File: config.mk
export PLATFORM = sky130hd
export DESIGN_NAME = apb_arbiter_master
export DESIGN_NICKNAME = d
export VERILOG_FILES = /design/src/rtl/apb_arbiter_master.sv
export SDC_FILE = /design/constraint.sdc
export NUM_CORES = 1
export LEC_CHECK = 0
export CAP_MARGIN = 10
export CELL_PAD_IN_SITES_DETAIL_PLACEMENT = 0
export CELL_PAD_IN_SITES_GLOBAL_PLACEMENT = 1
export CORE_AREA = 5 5 147 149
export DETAILED_ROUTE_END_ITERATION = 7
export DIE_AREA = 0 0 152 154
export GPL_TIMING_DRIVEN = 0
export PLACE_DENSITY_LB_ADDON = 0.08
export SYNTH_ARGS = -nofsm -noshare
export SYNTH_HDL_FRONTEND = slang
export SYNTH_SLANG_ARGS = --single-unit
File: constraint.sdc
create_clock -name PCLK -period 4.1 [get_ports PCLK]
set_clock_uncertainty 0.2 [all_clocks]
set_input_delay 0.82 -clock PCLK [delete_from_list [all_inputs] [get_ports PCLK]]
set_output_delay 0.82 -clock PCLK [all_outputs]
set_load 0.1 [all_outputs]
File: src/rtl/apb_arbiter_master.sv
// Two-requester APB master: round-robin grant, SETUP/ACCESS sequencing,
// per-port completion pulse with read data and an ACCESS-phase timeout.
module apb_arbiter_master #(
    parameter int unsigned ADDR_W  = 32,
    parameter int unsigned DATA_W  = 32,
    parameter int unsigned TIMEOUT = 16
) (
    input  logic              PCLK,
    input  logic              PRESETn,
    input  logic              req0,
    input  logic              req1,
    input  logic              wr0,
    input  logic              wr1,
    input  logic [ADDR_W-1:0] addr0,
    input  logic [ADDR_W-1:0] addr1,
    input  logic [DATA_W-1:0] wdata0,
    input  logic [DATA_W-1:0] wdata1,
    output logic              done0,
    output logic              done1,
    output logic              err0,
    output logic              err1,
    output logic [DATA_W-1:0] rdata0,
    output logic [DATA_W-1:0] rdata1,
    output logic              busy,
    output logic              PSEL,
    output logic              PENABLE,
    output logic              PWRITE,
    output logic [ADDR_W-1:0] PADDR,
    output logic [DATA_W-1:0] PWDATA,
    input  logic [DATA_W-1:0] PRDATA,
    input  logic              PREADY
);
    localparam int unsigned CNT_W = $clog2(TIMEOUT);

    typedef enum logic [1:0] {
        S_IDLE   = 2'd0,
        S_SETUP  = 2'd1,
        S_ACCESS = 2'd2,
        S_DONE   = 2'd3
    } state_t;

    state_t            r_state;
    state_t            w_state_nxt;
    logic [CNT_W-1:0]  r_cnt;
    logic              r_grant;
    logic              r_psel, r_penable, r_pwrite, r_busy;
    logic              r_done0, r_done1, r_err0, r_err1;
    logic [ADDR_W-1:0] r_paddr;
    logic [DATA_W-1:0] r_pwdata, r_rdata0, r_rdata1;

    logic w_req_any, w_grant_idx, w_timeout, w_finish;
    logic w_psel_nxt, w_penable_nxt, w_busy_nxt;
    logic w_done0_nxt, w_done1_nxt, w_err0_nxt, w_err1_nxt, w_cap0, w_cap1;

    // r_grant doubles as last_grant; reset to 1 so port 0 wins the first tie
    assign w_req_any   = req0 | req1;
    assign w_grant_idx = (req0 & req1) ? ~r_grant : req1;
    assign w_timeout   = (r_cnt == CNT_W'(TIMEOUT - 1));

    always_ff @(posedge PCLK) begin
        if (!PRESETn) r_state <= S_IDLE;
        else          r_state <= w_state_nxt;
    end

    always_comb begin
        w_state_nxt = r_state;
        case (r_state)
            S_IDLE:   if (w_req_any) w_state_nxt = S_SETUP;
            S_SETUP:  w_state_nxt = S_ACCESS;
            S_ACCESS: if (PREADY || w_timeout) w_state_nxt = S_DONE;
            S_DONE:   w_state_nxt = S_IDLE;
            default:  w_state_nxt = S_IDLE;
        endcase
    end

    // next values of the registered outputs
    always_comb begin
        w_finish      = (r_state == S_ACCESS) && (PREADY || w_timeout);
        w_psel_nxt    = (w_state_nxt == S_SETUP) || (w_state_nxt == S_ACCESS);
        w_penable_nxt = (w_state_nxt == S_ACCESS);
        w_busy_nxt    = (w_state_nxt != S_IDLE);
        w_done0_nxt   = w_finish && !r_grant;
        w_done1_nxt   = w_finish &&  r_grant;
        w_err0_nxt    = w_done0_nxt && !PREADY;
        w_err1_nxt    = w_done1_nxt && !PREADY;
        w_cap0        = (r_state == S_ACCESS) && PREADY && !r_pwrite && !r_grant;
        w_cap1        = (r_state == S_ACCESS) && PREADY && !r_pwrite &&  r_grant;
    end

    always_ff @(posedge PCLK) begin
        if (!PRESETn) begin
            r_cnt     <= '0;
            r_grant   <= 1'b1;
            r_psel    <= 1'b0;
            r_penable <= 1'b0;
            r_pwrite  <= 1'b0;
            r_busy    <= 1'b0;
            r_done0   <= 1'b0;
            r_done1   <= 1'b0;
            r_err0    <= 1'b0;
            r_err1    <= 1'b0;
            r_paddr   <= '0;
            r_pwdata  <= '0;
            r_rdata0  <= '0;
            r_rdata1  <= '0;
        end else begin
            r_psel    <= w_psel_nxt;
            r_penable <= w_penable_nxt;
            r_busy    <= w_busy_nxt;
            r_done0   <= w_done0_nxt;
            r_done1   <= w_done1_nxt;
            r_err0    <= w_err0_nxt;
            r_err1    <= w_err1_nxt;
            if (r_state == S_IDLE && w_req_any) begin
                r_grant  <= w_grant_idx;
                r_pwrite <= w_grant_idx ? wr1    : wr0;
                r_paddr  <= w_grant_idx ? addr1  : addr0;
                r_pwdata <= w_grant_idx ? wdata1 : wdata0;
            end
            if (r_state == S_SETUP)
                r_cnt <= '0;
            else if (r_state == S_ACCESS && !PREADY && !w_timeout)
                r_cnt <= r_cnt + CNT_W'(1);
            if (w_cap0) r_rdata0 <= PRDATA;
            if (w_cap1) r_rdata1 <= PRDATA;
        end
    end

    assign PSEL    = r_psel;
    assign PENABLE = r_penable;
    assign PWRITE  = r_pwrite;
    assign PADDR   = r_paddr;
    assign PWDATA  = r_pwdata;
    assign busy    = r_busy;
    assign done0   = r_done0;
    assign done1   = r_done1;
    assign err0    = r_err0;
    assign err1    = r_err1;
    assign rdata0  = r_rdata0;
    assign rdata1  = r_rdata1;

endmodule

Word level (Yosys, flattened, before mapping):

Index checks and enable logic that the tools add are counted.

* latch bits: 0
* word-level logic and storage cells: 54
* bits in read-only memories: 0
* register bits after elaboration: 143
* output and inout bits: 136
* memories kept: 0
* RAM bits: 0
* input port bits: 167

* multipliers: 0
* eq/ne operators: 6
* reduce and logical (&&, ||, !) cells: 21
* shift operators: 0
* div/mod/pow operators: 0
* add/sub/neg operators: 1
* bitwise operators: 4
* $lt $le $gt $ge: 0
* multiplexer cells: 7

Operators with widths (count)
* $mux 32: 2
* $logic_and 1x1->1: 12
* $pmux 2 s4: 1
* $eq 2x2->1 const B: 3
* $add 4x1->4 const B: 1
* $eq 2x1->1 const B: 2
* $eq 4x4->1 const B: 1
* $logic_not 1->1: 4
* $mux 2: 2
* $logic_not 2->1: 1
* $logic_or 1x1->1: 2
* $mux 1: 2
* $not 1->1: 2
* $reduce_bool 2->1: 1
* $reduce_or 2->1: 1
* $and 1x1->1: 1
* $or 1x1->1: 1

Longest topological paths before layout:

* word-level depth: 6
* depth in mapped cells: 8
* mapped depth without buffers: 7

Worst setup path after synthesis:

OpenSTA, ideal clock, no wires.

* kind: reg-to-reg
* start: reg r_pwrite (netlist: PWRITE)
* end: reg r_rdata0[10] (netlist: rdata0[10])
* path buffers: 2
* arrival time: 1864 ps
* required time: 3830 ps
* library setup time: 70 ps
* cell stages (with the launch flop): 6
* period minus slack after synthesis: 2134 ps
* setup slack: 1966 ps
* path through: dfxtp_1 -> nand4bb_1 -> clkbuf_1 -> clkbuf_1 -> nand2_1 -> a21boi_1

* cells in the longest elaborated chain, start to end: 3

RTL lines
* start: declaration: line 46 `logic r_psel, r_penable, r_pwrite, r_busy;`
* start signal: assignment: line 116 `r_pwrite <= w_grant_idx ? wr1 : wr0;`
* $logic_not 1->1: line 86 `w_cap0 = (r_state == S_ACCESS) && PREADY && !r_pwrite && !r_grant;`
* $logic_and 1x1->1 (2 in a row): line 86
* end signal: assignment: line 104 `r_rdata0 <= '0;`
* end signal: assignment: line 124 `if (w_cap0) r_rdata0 <= PRDATA;`
* end: declaration: line 49 `logic [DATA_W-1:0] r_pwdata, r_rdata0, r_rdata1;`

No other way between the ends.
A chain may end at the register's enable or synchronous reset.

Final worst setup path:

* start: reg r_pwrite (netlist: PWRITE)
* end: out PWRITE

RTL lines
* end: declaration: line 27 `output logic PWRITE,`

No word-level cell between the ends.

==> summary.md <==
| Metric | Value |
|---|---|
| Gr usage total | `18.1%` |
| # fillers | `2099` |
| Worst hold start | `rdata0[16]$_SDFFE_PN0P_` |
| Syn-to-layout area delta | `68.6%` |
| Fin. Hold Viols | `0` |
| Synth Register Bits | `143` |
| Critical path peak fanout | `6` |
| Die area | `23400 µm²` |
| # clock sinks | `143` |
| YS warnings | `0` |
| Port bufs | `302` |
| Hold Crit Class | `flip-flop to flip-flop` |
| Routed len/inst | `16.7 µm` |
| IR drop worst, VDD | `0.390 mV` |
| Routed wire length | `21900 µm` |
| Setup TNS | `0 ns` |
| Vias | `5938` |
| Cells after synthesis | `706` |
| Critical path class | `flip-flop to output pin` |
| Post-synthesis net count | `879` |
| Avg Cell Area, Syn | `8.09 µm²` |
| Final setup fails | `0` |
| Ys async rst share | `0%` |
| Top-area cell type share of the netlist area | `50.1%` |
| Worst path max stage delay | `1.19 ns` |
| Critical Path Start | `PWRITE$_SDFFE_PN0P_` |
| Number of diodes | `0` |
| Vias per inst | `4.53` |
| Tot Pwr | `7.37 mW` |
| Vias in the first global route | `5935` |
| FF/Latch Area | `2860 µm²` |
| Critical Path AT | `2.05 ns` |
| Main synth FF type | `dfxtp_1` |
| Hold WS | `0.250 ns` |
| Worst path cell trace | `clkdlybuf4s50_1` |
| Minimum clock period | `3.07 ns` |
| Htree depth | `4` |
| R2R cell count | `8` |
| Critical path depth | `1` |
| Largest net degree at the start of global routing | `17` |
| Endpoint type of the worst setup path | `output pin` |
| Footprint of the multi-input gates | `2530 µm²` |
| Setup slack, reg-to-reg | `1.97 ns` |
| Non-filler instance count after layout | `1310` |
| P_leak | `3.52 nW` |
| Worst setup path endpoint | `PWRITE` |
| Layout cell share with drive strength beyond 1 | `6.35%` |
| Final cycle utilization of the critical path | `74.9%` |
| Required @ worst endpoint | `3.08 ns` |
| Top cells by count, synth | `nand2_1 (258), dfxtp_1 (143), o21ai_0 (68)` |
| Slowest-stage cell, CP | `clkdlybuf4s50_1` |
| Inserted Clock Buffers | `17` |
| Die width | `152 µm` |
| RSZ-0062 raised after global routing | `no` |
| Clock latency at the later pin of the worst-skew pair | `0.42 ns` |
| Hold_buf cts | `0` |
| Synth top area cells | `dfxtp_1 (50%), nand2_1 (17%), a31oi_1 (7.2%)` |
| CTS tree | `done` |
| NumNets Final | `1200` |
| Max-Cap Viols | `0` |
| Post_cts resized | `0` |
| R2R Path End | `rdata0[11]$_SDFFE_PN0P_` |
| Final HPWL DP | `16800 µm` |
| CP Buf/Inv Count | `1` |
| Post-Layout Inst Area | `9630 µm²` |
| Synth unique cells | `34` |
| Count leader, synth | `nand2_1` |
| Initial DRC count | `211` |
| Initial antenna violation count | `0` |
| Worst Max-Slew Pin Slew | `1.09 ns` |
| Max-slew headroom | `27.0%` |
| First-pass GRT wire length | `33700 µm` |
| Initial Utilization | `28.5%` |
| Detail Route Antenna Nets | `0` |
| EDFF count, synth | `0` |
| DRC Markers | `0` |
| Outcome | `complete, no violations` |
| Top Ports | `303` |
| DP Cell Count | `1278` |
| Seq/Total Area, Yosys | `50.1%` |
| Clock Path Buffers | `2` |
| Post-CTS Setup Inserts | `0` |
| Cell taking the most area after synthesis | `dfxtp_1` |
| Num rows | `52` |
| GRT overflow | `0` |
| Startpoint types | `flip-flop` |
| Power per cell area | `765 nW/µm²` |
| Clock root buffer | `clkbuf_16` |
| FMAX | `326 MHz` |
| Placed Instance Area | `9070 µm²` |
| DRT Pass-1 Iters | `6` |
| CORE AREA | `20000 µm²` |
| Mapped cell area | `5710 µm²` |
| Die H | `154 µm` |
| RePlAce Congestion | `0.799` |
| Reg2Reg Launch Point | `r_state[0]$_SDFF_PN0_` |
| Slew Limit Fails | `0` |
| Clock slew at reported path FFs | `0.07 ns` |
| Largest delay contributor family on the critical path | `buffers and inverters` |
## where the power goes
group	leakage (nW)	internal, mW	switching, mW
Sequential	1.17	1.72	0.160
Clock	0.261	0.808	0.671
Combinational	2.09	0.958	3.06
Total	3.52	3.48	3.89
## placed cells by master (no fill, tap or decap), types with 3 or more instances in the layout
master,Yosys,final
clkdlybuf4s50_1,0,302
nand2_1,258,258
dfxtp_1,143,143
o21ai_0,68,68
a31oi_1,66,66
a21boi_1,46,46
clkbuf_1,32,32
a21boi_0,19,19
clkbuf_16,0,17
buf_2,16,16
buf_4,10,10
ha_1,6,6
inv_6,0,6
inv_1,5,5
a21oi_1,5,5
clkinvlp_4,0,5
nor2_1,3,3
and2_1,3,3
nand3_1,3,3
## logic make-up (layout without fill, tap and decap cells)
| logic type | Yosys count | in the layout | share of synthesized area, % |
|---|---|---|---|
| simple gates | 281 | 281 | 19.8 |
| fa+ha+maj | 6 | 6 | 1.31 |
| flops | 143 | 143 | 50.1 |
| compound gates | 211 | 211 | 23.3 |
| buf+inv | 65 | 399 | 5.54 |
## layout make-up
cell class | count | area share [%]
Timing Repair Buffer | 302 | 31.4
Sequential cell | 143 | 29.7
Multi-Input combinational cell | 498 | 26.3
Clock buffer | 18 | 4.56
Tap cell | 270 | 3.51
Buffer | 60 | 3.09
Clock inverter | 14 | 1.22
Inverter | 5 | 0.195
## metal layers
metal / vias up / routed length (µm) / global-route usage, %
li1: 3041 / - / -
met1: 2669 / 8960 / 20.6
met2: 217 / 10500 / 30.6
met3: 11 / 2290 / 9.16
met4: 0 / 173 / 4.28
met5: - / 0 / 0
## stage by stage
stage / utilization [%] / setup slack [ns]
after floorplan: - / 1.97
after global placement: 45.3 / 1.09
after detailed placement: 45.3 / 1.06
after CTS: 48.1 / 1.01
after global routing: 48.1 / 0.979
final: 48.1 / 1.03
## flip-flops by register name, indices dropped and copies added (netlist names)
| name | count |
|---|---|
| r_state | 2 |
| busy | 1 |
| rdata0 | 32 |
| done1 | 1 |
| PWRITE | 1 |
| PADDR | 32 |
| PWDATA | 32 |
| err1 | 1 |
| rdata1 | 32 |
| PENABLE | 1 |
| r_grant | 1 |
| PSEL | 1 |
| r_cnt | 4 |
| done0 | 1 |
| err0 | 1 |
## how the worst min path moves through the flow
| stage | end | slack (ns) | cells past startpoint |
|---|---|---|---|
| final | rdata0[16]$_SDFFE_PN0P_ | 0.25 | 2 |
| after floorplan | r_cnt[1]$_SDFFE_PP0P_ | 0.27 | 2 |
| after detailed placement | rdata1[6]$_SDFFE_PN0P_ | 0.24 | 2 |
| after CTS | rdata1[6]$_SDFFE_PN0P_ | 0.25 | 2 |
| after global placement | rdata1[9]$_SDFFE_PN0P_ | 0.24 | 2 |
| after global routing | rdata0[16]$_SDFFE_PN0P_ | 0.27 | 2 |
(Power assumes the default switching activity.)
